## config.mk

```make
export PLATFORM = sky130hd
export DESIGN_NAME = control_unit
export DESIGN_NICKNAME = d
export VERILOG_FILES = /design/src/rtl/control_unit.sv
export SDC_FILE = /design/constraint.sdc
export NUM_CORES = 1
export LEC_CHECK = 0
export CORE_ASPECT_RATIO = 1.75
export CORE_MARGIN = 1.5
export CORE_UTILIZATION = 29
export CTS_CLUSTER_DIAMETER = 50
export DETAILED_ROUTE_END_ITERATION = 12
export PLACE_DENSITY = 0.81
export SLEW_MARGIN = 20
export SYNTH_ARGS = -nofsm -noshare
export SYNTH_HDL_FRONTEND = slang
export SYNTH_SLANG_ARGS = --single-unit
```

## constraint.sdc

```tcl
create_clock -name clk -period 2 [get_ports clk]
set_input_delay 0.2 -clock clk [delete_from_list [all_inputs] [get_ports clk]]
set_output_delay 0.2 -clock clk [all_outputs]
set_load 0.005 [all_outputs]
```

## src/rtl/control_unit.sv

```systemverilog
// control_unit
//   Sequencer for the vector-distance machine. Walks two operand vectors held in
//   combinational-read RAMs, presents the element addresses, strobes the squarer
//   and accumulator once per element, stops on a zero element of vector 1 or after
//   MAX_LEN elements, then strobes the result store and raises Done until start drops.
//
// Ports
//   clk       in   rising-edge clock
//   rst       in   asynchronous active-low reset
//   start     in   level request to begin a run (sampled in IDLE and DONE only)
//   data_1    in   RAM1 word at Adress1, same-cycle read; zero is the end sentinel
//   data_2    in   RAM2 word at Adress2; consumed by the datapath only
//   Adress1   out  vector-1 element address = BASE1 + idx (wraps)
//   Adress2   out  vector-2 element address = BASE2 + idx (wraps)
//   E_Square  out  squarer enable, one cycle per element
//   E_Sum     out  accumulator enable, one cycle per element
//   Store_D   out  result store strobe, one cycle per run
//   Done      out  run complete, held until start returns low
module control_unit #(
   parameter int unsigned DATA_W  = 24,
   parameter int unsigned ADDR_W  = 9,
   parameter int unsigned BASE1   = 0,
   parameter int unsigned BASE2   = 256,
   parameter int unsigned MAX_LEN = 256
) (
   input  logic              clk,
   input  logic              rst,
   input  logic              start,
   input  logic [DATA_W-1:0] data_1,
   input  logic [DATA_W-1:0] data_2,
   output logic [ADDR_W-1:0] Adress1,
   output logic [ADDR_W-1:0] Adress2,
   output logic              E_Square,
   output logic              E_Sum,
   output logic              Store_D,
   output logic              Done
);

   typedef enum logic [2:0] {
      StIdle,
      StFetch,
      StSquare,
      StSum,
      StStore,
      StDone
   } state_e;

   localparam logic [ADDR_W-1:0] Base1   = ADDR_W'(BASE1);
   localparam logic [ADDR_W-1:0] Base2   = ADDR_W'(BASE2);
   localparam logic [ADDR_W-1:0] LastIdx = ADDR_W'(MAX_LEN - 1);

   state_e            state_q, state_d;
   logic [ADDR_W-1:0] idx_q, idx_d;

   // Vector-2 data only feeds the datapath; the sentinel is taken from vector 1.
   logic unused_data_2;
   assign unused_data_2 = ^data_2;

   always_ff @(posedge clk or negedge rst) begin
      if (!rst) begin
         state_q <= StIdle;
         idx_q   <= '0;
      end else begin
         state_q <= state_d;
         idx_q   <= idx_d;
      end
   end

   always_comb begin
      state_d  = state_q;
      idx_d    = idx_q;
      E_Square = 1'b0;
      E_Sum    = 1'b0;
      Store_D  = 1'b0;
      Done     = 1'b0;
      unique case (state_q)
         StIdle: begin
            idx_d = '0;
            if (start) state_d = StFetch;
         end
         StFetch: begin
            // A zero element ends the vector and is not itself processed.
            if (data_1 == '0) state_d = StStore;
            else              state_d = StSquare;
         end
         StSquare: begin
            E_Square = 1'b1;
            state_d  = StSum;
         end
         StSum: begin
            E_Sum = 1'b1;
            if (idx_q == LastIdx) begin
               state_d = StStore;
            end else begin
               idx_d   = idx_q + 1'b1;
               state_d = StFetch;
            end
         end
         StStore: begin
            Store_D = 1'b1;
            state_d = StDone;
         end
         StDone: begin
            Done = 1'b1;
            // Hold until start drops so a held request cannot retrigger a run.
            if (!start) begin
               idx_d   = '0;
               state_d = StIdle;
            end
         end
         default: begin
            idx_d   = '0;
            state_d = StIdle;
         end
      endcase
   end

   assign Adress1 = Base1 + idx_q;
   assign Adress2 = Base2 + idx_q;

endmodule

```

Word-level counts from Yosys, hierarchy flattened
Index checks and enable logic that the tools add are counted.
W data, S select, Z words.
{"block": "totals", "ff_bits": 12, "input_bits": 51, "out_inout_bits": 22, "elab_cells": 31}
{"block": "classes", "n_addsub": 2, "n_eq_ne": 9, "n_mux": 12, "bitwise": 1, "reduce_logical": 5}
{"operator": "$pmux W9 S3", "n": 1}
{"operator": "$logic_not A24 Y1", "n": 1}
{"operator": "$mux W9", "n": 2}
{"operator": "$pmux W3 S6", "n": 1}
{"operator": "$mux W3", "n": 4}
{"operator": "$add A9 B1 Y9 const B", "n": 1}
{"operator": "$add A9 B9 Y9 const A", "n": 1}
{"operator": "$eq A9 B8 Y1 const B", "n": 1}
{"operator": "$eq A3 B2 Y1 const B", "n": 2}
{"operator": "$eq A3 B3 Y1 const B", "n": 2}
{"operator": "$ne A2 B2 Y1 const B", "n": 3}
{"operator": "$mux W1", "n": 4}
{"operator": "$eq A3 B1 Y1 const B", "n": 1}
{"operator": "$logic_not A3 Y1", "n": 1}
{"operator": "$reduce_and A3 Y1", "n": 1}
{"operator": "$reduce_or A3 Y1", "n": 1}
{"operator": "$reduce_and A2 Y1", "n": 1}
{"operator": "$not A1 Y1", "n": 1}

Depth between registers and ports, before layout
Gate-level depths: netlist of the first run.
{"block": "depth", "word_depth": 4, "ltp_mapped": 8, "depth_no_buf": 8}

Least setup slack after synthesis of the first run
OpenSTA, ideal clock, no wires.
{"block": "synth_path", "path_kind": "reg-to-reg", "startpoint": "register idx_q[0]", "endpoint": "register idx_q[8]", "setup_ns": 0.127, "arrival_ns": 1.919, "required_time_ns": 1.873, "path_slack_ns": -0.047, "stages_incl_launch_ff": 9, "path_buffers": 0, "period_less_slack_ns": 2.047, "path_cell_list": "dfrtp_1 > ha_1 > and3_1 > and3_1 > ha_1 > nor2b_1 > o21ai_2 > nand2_2 > mux2_1"}
{"block": "synth_between", "elab_chain_cells": 3, "elab_cells_between_ends": 6, "classes_between": "add/sub: 1; eq/ne: 2; mux: 2; reduce/logical: 1"}
{"element": "start: declaration", "line_no": "53", "text": "logic [ADDR_W-1:0] idx_q, idx_d;"}
{"element": "start signal: assignment", "line_no": "65", "text": "idx_q <= idx_d;"}
{"element": "$add A9 B1 Y9 or $eq A9 B8 Y1 (tied branches)", "line_no": "95, 92"}
{"element": "$mux W9 or $ne A2 B2 Y1 (tied branches)"}
{"element": "$pmux W9 S3 or $reduce_and A3 Y1 (tied branches)"}
Several ways; a longest one is shown, not always the timed one. The select of a mux whose other input is x is not followed.
A chain may end at the register's enable or synchronous reset.

Final worst setup path of the first run
{"block": "layout_path", "startpoint": "register idx_q[1]", "endpoint": "register idx_q[7]"}
Same word-level chain as after synthesis.

==> run_results.csv, run 1 <==
group,metric,value,unit
detailed_routing,ant_nets,0,
global_route,grt_pass1_wl,3.83,mm
die,start_util,0.301,
global_route,grt_max_degree,13,
detailed_routing,vias,917,
placement,numPortBuffers,48,
synth,ys_warn_count,0,
placement,pre_cts_slack,0.0947,ns
critical_path,reg2reg_slack,0.11,ns
die,die_area,0.00335,mm^2
power,pwr-share-clk,0.220,
timing,period_share,0.944,
synth,synth_area_leaders,"dfrtp_1, mux2i_1, buf_4",
synth,ys.flop_type,"dfrtp_1",
clock_network,hold_buffers,0,
detailed_routing,via_per_inst,5.24,
cells_and_area,drive_gt1_frac,0.143,
synth,syn_nets,153,
global_route,antenna_found_initial,0,
timing,finClkSkew,0.00285,ns
min_path,hp-class,"primary input to asynchronous set/reset pin",
synth,syn_area,871,um^2
cells_and_area,fin_area,0.00143,mm^2
placement,post_dp_cell_area,0.00138,mm^2
placement,globalplace.congestion,0.743,
critical_path,arrival,2.06,ns
clock_network,numCtsBuffers,3,
timing,fin_hold_ws,0.330,ns
die,num_rows,26,
critical_path,crit_top_cell,"and3_4",
die,io_pins,73,
power,ir_drop,0.000638,V
critical_path,crit_type,"register to register",
flow_run,max_cap_viol_count,0,
die,die_w,44.4,um
power,p_int,0.000780,W
synth,synth_edf_count,0,
power,p_leak,0.582,nW
cells_and_area,n_fill_cell,268,
timing,worst_slew_pin_slew,0.588,ns
detailed_routing,drt_iter0_markers,14,
power,power_frac_seq,0.291,
timing,fin_crit,1.89,ns
critical_path,end_kind,"register",
clock_network,path_clk_slew,0.06,ns
synth,synth_cells,100,
clock_network,cts_max_path_buffers,2,
timing,setup_viol,0,
critical_path,crit_chain,"ha_2 > and3_4 > and3_4 > ha_4 > nor2b_2 > o21ai_2 > buf_4 > a21oi_2 > mux2i_1",
clock_network,htree_levels,1,
timing,rsz0062_at_grt,"no",
power,power.density,847,mW/mm^2
timing,setup_ws,0.113,ns
critical_path,startpoint_type,"register",
global_route,globalRoute.totalOverflow,0,
timing,tns,0,ns
global_route,grt_pass1_vias,895,
placement,hpwlAfterDp,1.84,mm
global_route,grt_usage,0.156,
critical_path,reg2reg_depth,9,
synth,syn_area_per_cell,8.71,um^2
timing,hold_viol_final,0,
synth,yosysSeqAreaShare,0.345,
synth,yosysUniqueCellTypes,30,
power,switchingPower,0.000433,W
critical_path,r2r_end,"idx_q[7]$_DFFE_PN0P_",
power,power_switching_share,0.357,
timing,final_max_slew_viol_count,0,
outcome,status,"finished, violations left",
detailed_routing,wl,2.26,mm
die,dieHeight,75.5,um
clock_network,insertion_delay,0.24,ns
critical_path,cp_slowest_stage_delay,0.38,ns
cells_and_area,multi_input_area,502,um^2
synth,synth_top_area_frac,0.345,
cells_and_area,n_antenna_cell,0,
critical_path,crit_slowest_cell,"dfrtp_1",
timing,slew_headroom,0.607,
synth,ys_ff_latch,12,
synth,async_flop_share,1.00,
clock_network,cts_tree,"built",
outcome,violations,"design-rule violations",
critical_path,required,2.17,ns
synth,synth_most_common_cell,"dfrtp_1",
cells_and_area,register_area,300,um^2
clock_network,clockRootBuffer,"clkbuf_8",
synth,synthTopCellsByCount,"dfrtp_1, nor2_1, buf_4, nand2_1, mux2i_1",
cells_and_area,syn2layout_area_growth,64.5,%
timing,max_freq,530,MHz
clock_network,clkSinkCount,12,
synth,yosysTopAreaCell,"dfrtp_1",
power,power,0.00121,W
power,combPwrFrac,0.488,
critical_path,path_max_fanout,7,
detailed_routing,wire_per_inst,12.9,um
detailed_routing,drt-pass1-iter-count,10,
detailed_routing,remaining_drc_errors,3,
critical_path,timing.rr.start,"idx_q[1]$_DFFE_PN0P_",
cells_and_area,num-nets-final,201,
die,core_area,0.00290,mm^2
==> through the flow <==
step / util / std cells
floorplan: - / 100
global placement: 0.475 / 171
detailed placement: 0.475 / 171
CTS: 0.494 / 175
global route: 0.495 / 175
finish: 0.495 / 175
==> sequential cells by signal (all words and copies together) (netlist names) <==
register and flops:
idx_q 9, state_q 3
==> power groups by stage <==
stage / Clock (W) / Sequential, W / Combinational (W)
after global routing: 0.000286 / 0.000366 / 0.000652
after detailed placement: 0 / 0.000359 / 0.000587
final: 0.000267 / 0.000353 / 0.000592
after global placement: 0 / 0.000352 / 0.000565
after floorplan: 0 / 0.000313 / 0.000407
after CTS: 0.000276 / 0.000355 / 0.000590
==> logic make-up after synthesis <==
family,count (synthesis),synth area share
flip-flops,12,0.345
multiplexers,8,0.0934
buffers and inverters,15,0.111
adder cells (fa/ha/maj),2,0.0287
AO/OA/AOI/OAI,18,0.148
AND/OR/NAND/NOR,45,0.274
==> cells in the final DEF (no fill, tap or decap), drive strengths merged, types with 2 or more instances in the layout <==
master,instances
ha,2
nor2,10
mux2i,7
nor4,6
nand2b,2
clkbuf,4
a21oi,8
nand3b,3
dfrtp,12
buf,6
inv,4
nor2b,3
clkdlybuf4s50,48
o21ai,3
nand2,9
and3,4
nand3,5
nand4,2
==> metal layers <==
| metal | wire length, um | part of all wire | GRT usage | up-vias |
|---|---|---|---|---|
| met3 | 172 | 0.076 | 0.0403 | 6 |
| met1 | 824 | 0.36 | 0.150 | 419 |
| met2 | 1220 | 0.54 | 0.296 | 48 |
| met5 | 0 | 0 | 0 | - |
| met4 | 40 | 0.018 | 0.0774 | 0 |
| li1 | - | - | - | 444 |
==> worst max path at each step <==
stage | startpoint | end | slack, ns | depth (start not counted)
floorplan | idx_q[0]$_DFFE_PN0P_ | idx_q[8]$_DFFE_PN0P_ | 0.03 | 8
global placement | idx_q[1]$_DFFE_PN0P_ | idx_q[7]$_DFFE_PN0P_ | 0.12 | 9
global route | idx_q[1]$_DFFE_PN0P_ | idx_q[7]$_DFFE_PN0P_ | 0.01 | 9
CTS | idx_q[1]$_DFFE_PN0P_ | idx_q[6]$_DFFE_PN0P_ | 0.08 | 9
finish | idx_q[1]$_DFFE_PN0P_ | idx_q[7]$_DFFE_PN0P_ | 0.11 | 9
detailed placement | idx_q[1]$_DFFE_PN0P_ | idx_q[6]$_DFFE_PN0P_ | 0.09 | 9
==> layout make-up <==
cell class | count | area share
Timing Repair Buffer | 54 | 0.367
Multi-Input combinational cell | 73 | 0.350
Sequential cell | 12 | 0.210
Clock buffer | 4 | 0.0384
Tap cell | 28 | 0.0245
Inverter | 4 | 0.0105
==> what timing repair did <==
item / in CTS / in global routing
endpoints found under the setup margin: 0 / 2
buffers inserted: 0 / 0
gates resized for setup: 0 / 1
==> critical path: cells and delay by family (launching register included) <==
kind / cells / cell delay [ns]
flops: 1 / 0.38
fa+ha+maj: 2 / 0.37
mux: 1 / 0.19
simple gates: 3 / 0.47
compound gates: 2 / 0.21
buf+inv: 1 / 0.18
(Power assumes the default switching activity.)
==> run 2, diff against run 1 <==
CORE_UTILIZATION = 30   (was 29)
CTS_BUF_LIST = sky130_fd_sc_hd__clkbuf_4   (was not set)
PLACE_DENSITY = 0.83   (was 0.81)
==> run 2 against run 1 <==
Effect of this change: the run now ends clean; combinational power up 5.4%; critical endpoint unchanged; wire length rose by 1.4%; power is 7.8% lower; sequential power shrank 5%.
==> run_results.csv, run 2 (synthesized netlist as in run 1, its figures left out) <==
group,metric,value,unit
timing,tns,0,ns
timing,rsz0062_at_grt,"no",
clock_network,clockRootBuffer,"clkbuf_4",
placement,numPortBuffers,48,
critical_path,crit_top_cell,"and3_4",
timing,finClkSkew,0.00987,ns
critical_path,end_kind,"register",
detailed_routing,ant_nets,0,
timing,max_freq,527,MHz
detailed_routing,drt_iter0_markers,11,
critical_path,path_depth,9,
critical_path,crit_chain,"ha_2 > and3_4 > and3_4 > ha_4 > nor2b_1 > o21ai_2 > buf_4 > a21oi_2 > mux2i_1",
global_route,grt_max_degree,13,
min_path,hp-class,"primary input to asynchronous set/reset pin",
placement,hpwlAfterDp,1.88,mm
clock_network,path_clk_slew,0.08,ns
power,p_leak,0.569,nW
die,io_pins,73,
critical_path,cp_slowest_stage_delay,0.39,ns
global_route,antenna_found_initial,0,
power,ir_drop,0.000478,V
cells_and_area,syn2layout_area_growth,61.9,%
global_route,grt_pass1_vias,955,
global_route,grt_pass1_wl,4.02,mm
cells_and_area,top_register,"idx_q",
detailed_routing,vias,927,
cells_and_area,n_antenna_cell,0,
detailed_routing,wire_per_inst,13.1,um
detailed_routing,wl,2.29,mm
critical_path,startpoint_type,"register",
critical_path,setup.worst_path.end,"idx_q[7]$_DFFE_PN0P_",
die,die_area,0.00325,mm^2
global_route,globalRoute.totalOverflow,0,
clock_network,cts_setup_buffers,0,
timing,worst_slew_pin_slew,0.575,ns
die,die_w,43.7,um
die,core_area,0.00272,mm^2
critical_path,crit_type,"register to register",
cells_and_area,num-nets-final,202,
detailed_routing,remaining_drc_errors,0,
global_route,grt_usage,0.167,
cells_and_area,register_area,303,um^2
cells_and_area,largest_reg_flops,9,
clock_network,numCtsBuffers,3,
critical_path,crit_slowest_cell,"dfrtp_1",
die,dieHeight,74.3,um
critical_path,path_max_fanout,7,
timing,fin_hold_ws,0.276,ns
clock_network,htree_levels,1,
flow_run,max_cap_viol_count,0,
timing,setup_viol,0,
placement,globalplace.congestion,0.711,
die,start_util,0.320,
critical_path,crit_start,"idx_q[1]$_DFFE_PN0P_",
critical_path,timing.rr.start,"idx_q[1]$_DFFE_PN0P_",
critical_path,required,2.22,ns
critical_path,arrival,2.11,ns
cells_and_area,final_common_cell,"clkdlybuf4s50_1",
detailed_routing,via_per_inst,5.30,
die,num_rows,25,
clock_network,clkSinkCount,12,
timing,final_max_slew_viol_count,0,
outcome,status,"complete, no violations",
timing,fin_crit,1.90,ns
detailed_routing,drt-pass1-iter-count,4,
timing,period_share,0.949,
cells_and_area,multi_input_area,499,um^2
clock_network,insertion_delay,0.29,ns
cells_and_area,final_cell_mix,"clkdlybuf4s50_1, nor2_1, dfrtp_1, nand2_1",
critical_path,cp_top_family,"simple AND/OR/NAND/NOR gates",
critical_path,reg2reg_slack,0.10,ns
critical_path,critPathBufInv,1,
critical_path,r2r_end,"idx_q[7]$_DFFE_PN0P_",
cells_and_area,reg_top3,"idx_q (9), state_q (3)",
clock_network,cts_max_path_buffers,2,
critical_path,reg2reg_depth,9,
clock_network,cts_tree,"built",
timing,hold_viol_final,0,
power,power.density,793,mW/mm^2
cells_and_area,drive_gt1_frac,0.149,
timing,slew_headroom,0.616,
cells_and_area,n_fill_cell,255,
[run 2: cell types whose count changed in the layout (fill, tap and decap cells not counted), moves of 2 or more]
| cell | previous run | this run |
|---|---|---|
| dfrtp_2 | 0 | 2 |
| clkbuf_4 | 0 | 3 |
| dfrtp_1 | 12 | 10 |
| clkbuf_8 | 4 | 0 |
[run 2: repair_timing]
action,in CTS,in global routing
endpoints found under the setup margin,0,1
resized for setup,0,2
endpoints found under the hold margin,0,0
hold buffers,0,0
[run 2: metrics by stage]
step	power, W	setup WS [ns]	area (um^2)	util	cells
after CTS	0.00113	0.0564	1410	0.517	175
final	0.00112	0.101	1410	0.518	175
after global placement	0.000934	0.130	1380	0.508	171
after floorplan	0.000720	0.0279	896	-	100
after global routing	0.00121	0.0134	1410	0.518	175
after detailed placement	0.000960	0.108	1380	0.508	171
[run 2: per-layer routing]
metal / vias to the layer above / part of all wire / track usage
li1: 447 / - / -
met1: 423 / 0.35 / 0.165
met3: 7 / 0.069 / 0.0388
met4: 0 / 0.029 / 0.0976
met5: - / 0 / 0
met2: 50 / 0.55 / 0.307
[run 2: layout make-up]
cell class,count,share of cell area
Clock buffer,3,0.0160
Clock inverter,1,0.00266
Inverter,4,0.0106
Multi-Input combinational cell,73,0.354
Sequential cell,12,0.215
Tap cell,27,0.0240
Timing Repair Buffer,55,0.378
[run 2: report_power, final]
part / internal (W) / total [W] / switching [W]
Combinational: 0.000336 / 0.000624 / 0.000288
Sequential: 0.000282 / 0.000335 / 0.0000529
Clock: 0.0000725 / 0.000159 / 0.0000865
[run 2: worst min-delay path by stage]
stage          slack, ns  cells past startpoint                    to            startpoint
2_1_floorplan       -0.1                      0  idx_q[0]$_DFFE_PN0P_                   rst
3_3_place_gp        0.51                      1  idx_q[8]$_DFFE_PN0P_  idx_q[8]$_DFFE_PN0P_
3_5_place_dp        0.51                      1  idx_q[8]$_DFFE_PN0P_  idx_q[8]$_DFFE_PN0P_
4_1_cts             0.29                      1  idx_q[2]$_DFFE_PN0P_                   rst
5_1_grt             0.32                      1  idx_q[2]$_DFFE_PN0P_                   rst
6_report            0.28                      1  idx_q[2]$_DFFE_PN0P_                   rst
==> run 3, diff against run 2 <==
--- a/config.mk
+++ b/config.mk
@@ -8,3 +8,3 @@
 export CORE_ASPECT_RATIO = 1.75
-export CORE_MARGIN = 1.5
+export CORE_MARGIN = 3
 export CORE_UTILIZATION = 30
==> constraint.sdc (replaced) <==
create_clock -name clk -period 2 [get_ports clk]
set_input_delay 0.5 -clock clk [delete_from_list [all_inputs] [get_ports clk]]
set_output_delay 0.5 -clock clk [all_outputs]
set_load 0.005 [all_outputs]
==> run 3 against run 2 <==
Effect of this change: first-iteration DRC count up 64%; global-route usage down 2.2 points; clock-buffer cell count unchanged; design area up 11%; register-to-register slack better by 0.02 ns; sequential share of layout area down 2.1 points; power up 16%; die area up 11%; via count up 8.3%; critical path depth down 6; combinational power up 32%; critical endpoint is now E_Square; largest cell class unchanged.
==> run_results.csv, run 3 (synthesized netlist as in run 1, its figures left out) <==
group,metric,value,unit
placement,numPortBuffers,48,
cells_and_area,final_cell_mix,"clkdlybuf4s50_1, buf_4, nor2_1, dfrtp_1, nand2_1",
timing,fin_crit,1.97,ns
timing,fin_hold_ws,0.526,ns
timing,hold_viol_final,0,
cells_and_area,multi_input_area,522,um^2
global_route,grt_max_degree,13,
global_route,grt_usage,0.146,
clock_network,clockRootBuffer,"clkbuf_4",
timing,finClkSkew,0.00431,ns
detailed_routing,vias,1004,
critical_path,end_kind,"output pin",
power,p_leak,0.715,nW
die,core_area,0.00275,mm^2
critical_path,reg2reg_slack,0.12,ns
outcome,status,"complete, no violations",
die,io_pins,73,
cells_and_area,top_register,"idx_q",
cells_and_area,syn2layout_area_growth,80.3,%
cells_and_area,drive_gt1_frac,0.264,
timing,worst_slew_pin_slew,0.570,ns
placement,hpwlAfterDp,1.92,mm
power,power.density,827,mW/mm^2
global_route,grt_pass1_wl,3.95,mm
clock_network,clkSinkCount,12,
timing,period_share,0.985,
clock_network,insertion_delay,0.28,ns
global_route,globalRoute.totalOverflow,0,
die,num_rows,25,
placement,dpl.cell_count,174,
critical_path,required,1.50,ns
global_route,grt_pass1_vias,964,
clock_network,path_clk_slew,0.08,ns
die,die_area,0.00361,mm^2
min_path,hp-class,"register to register",
global_route,antenna_found_initial,0,
detailed_routing,drt-pass1-iter-count,3,
timing,final_max_slew_viol_count,0,
critical_path,startpoint_type,"register",
timing,tns,0,ns
detailed_routing,ant_nets,0,
clock_network,numCtsBuffers,3,
detailed_routing,via_per_inst,5.28,
clock_network,cts_max_path_buffers,2,
clock_network,cts_tree,"built",
detailed_routing,remaining_drc_errors,0,
detailed_routing,wire_per_inst,13.6,um
clock_network,htree_levels,1,
power,ir_drop,0.000612,V
timing,max_freq,508,MHz
flow_run,max_cap_viol_count,0,
critical_path,arrival,1.47,ns
clock_network,hold_buffers,0,
die,die_w,46.7,um
detailed_routing,wl,2.59,mm
die,dieHeight,77.3,um
power,power,0.00130,W
timing,setup_viol,0,
critical_path,crit_type,"register to output pin",
cells_and_area,n_fill_cell,252,
cells_and_area,fin_cells,190,
die,start_util,0.316,
cells_and_area,register_area,304,um^2
cells_and_area,final_common_cell,"clkdlybuf4s50_1",
critical_path,path_max_fanout,4,
placement,globalplace.congestion,0.739,
detailed_routing,drt_iter0_markers,18,
cells_and_area,largest_reg_flops,9,
cells_and_area,n_antenna_cell,0,
timing,slew_headroom,0.619,
cells_and_area,reg_top3,"idx_q (9), state_q (3)",
cells_and_area,num-nets-final,218,
run 3: changes by cell type in the layout (fill, tap and decap cells not counted), moves of 2 or more:
cell             before  now
buf_4                 7   22
clkdlybuf4s50_1      48   45
dlymetal6s2s_1        0    3
inv_1                 4    2
inv_2                 0    2
run 3: final cells by class:
type | count | area share
timing repair buffer | 71 | 0.429
multi-input combinational | 73 | 0.332
sequential | 12 | 0.194
tap | 27 | 0.0215
clock buffer | 3 | 0.0143
inverter | 4 | 0.00956
run 3: where the power goes:
group / internal (W) / total [W] / switching, W
sequential: 0.000284 / 0.000321 / 0.0000365
combinational: 0.000469 / 0.000824 / 0.000355
clock: 0.0000698 / 0.000154 / 0.0000844
run 3: metal layers:
metal | up-vias | global-route usage | wire length (um)
met2 | 45 | 0.261 | 1470
met1 | 470 | 0.151 | 848
met3 | 8 | 0.0352 | 193
li1 | 481 | - | -
met5 | - | 0 | 0
met4 | 0 | 0.0582 | 77
run 3: per-stage QoR:
stage / setup slack (ns) / instance area (um^2) / util
after global placement: -0.000941 / 1400 / 0.510
after detailed placement: -0.0382 / 1400 / 0.510
after CTS: -0.00961 / 1490 / 0.541
after floorplan: 0.0279 / 896 / -
final: 0.0297 / 1570 / 0.570
after global routing: -0.0130 / 1570 / 0.570
run 3: final timing paths:
path | from | end | cells past startpoint
worst max register to register | idx_q[0]$_DFFE_PN0P_ | idx_q[6]$_DFFE_PN0P_ | 9
worst min register to register | idx_q[8]$_DFFE_PN0P_ | idx_q[8]$_DFFE_PN0P_ | 1
worst min-delay path | idx_q[8]$_DFFE_PN0P_ | idx_q[8]$_DFFE_PN0P_ | 1
min in group asynchronous | rst | idx_q[5]$_DFFE_PN0P_ | 1
worst max-delay path | state_q[2]$_DFFE_PN0P_ | E_Square | 3
max in group asynchronous | rst | state_q[0]$_DFFE_PN0P_ | 1
run 3: worst max-delay path, cell delays in order (launching register included):
cell,delay (ns)
dfrtp_2,0.44
buf_4,0.15
nor2_1,0.10
clkdlybuf4s50_1,0.51
run 3: repair_timing:
item / in CTS / in global routing
resized for setup: 5 / 7
setup endpoints to repair: 5 / 6
buffers inserted: 6 / 7
pin swaps: 0 / 2
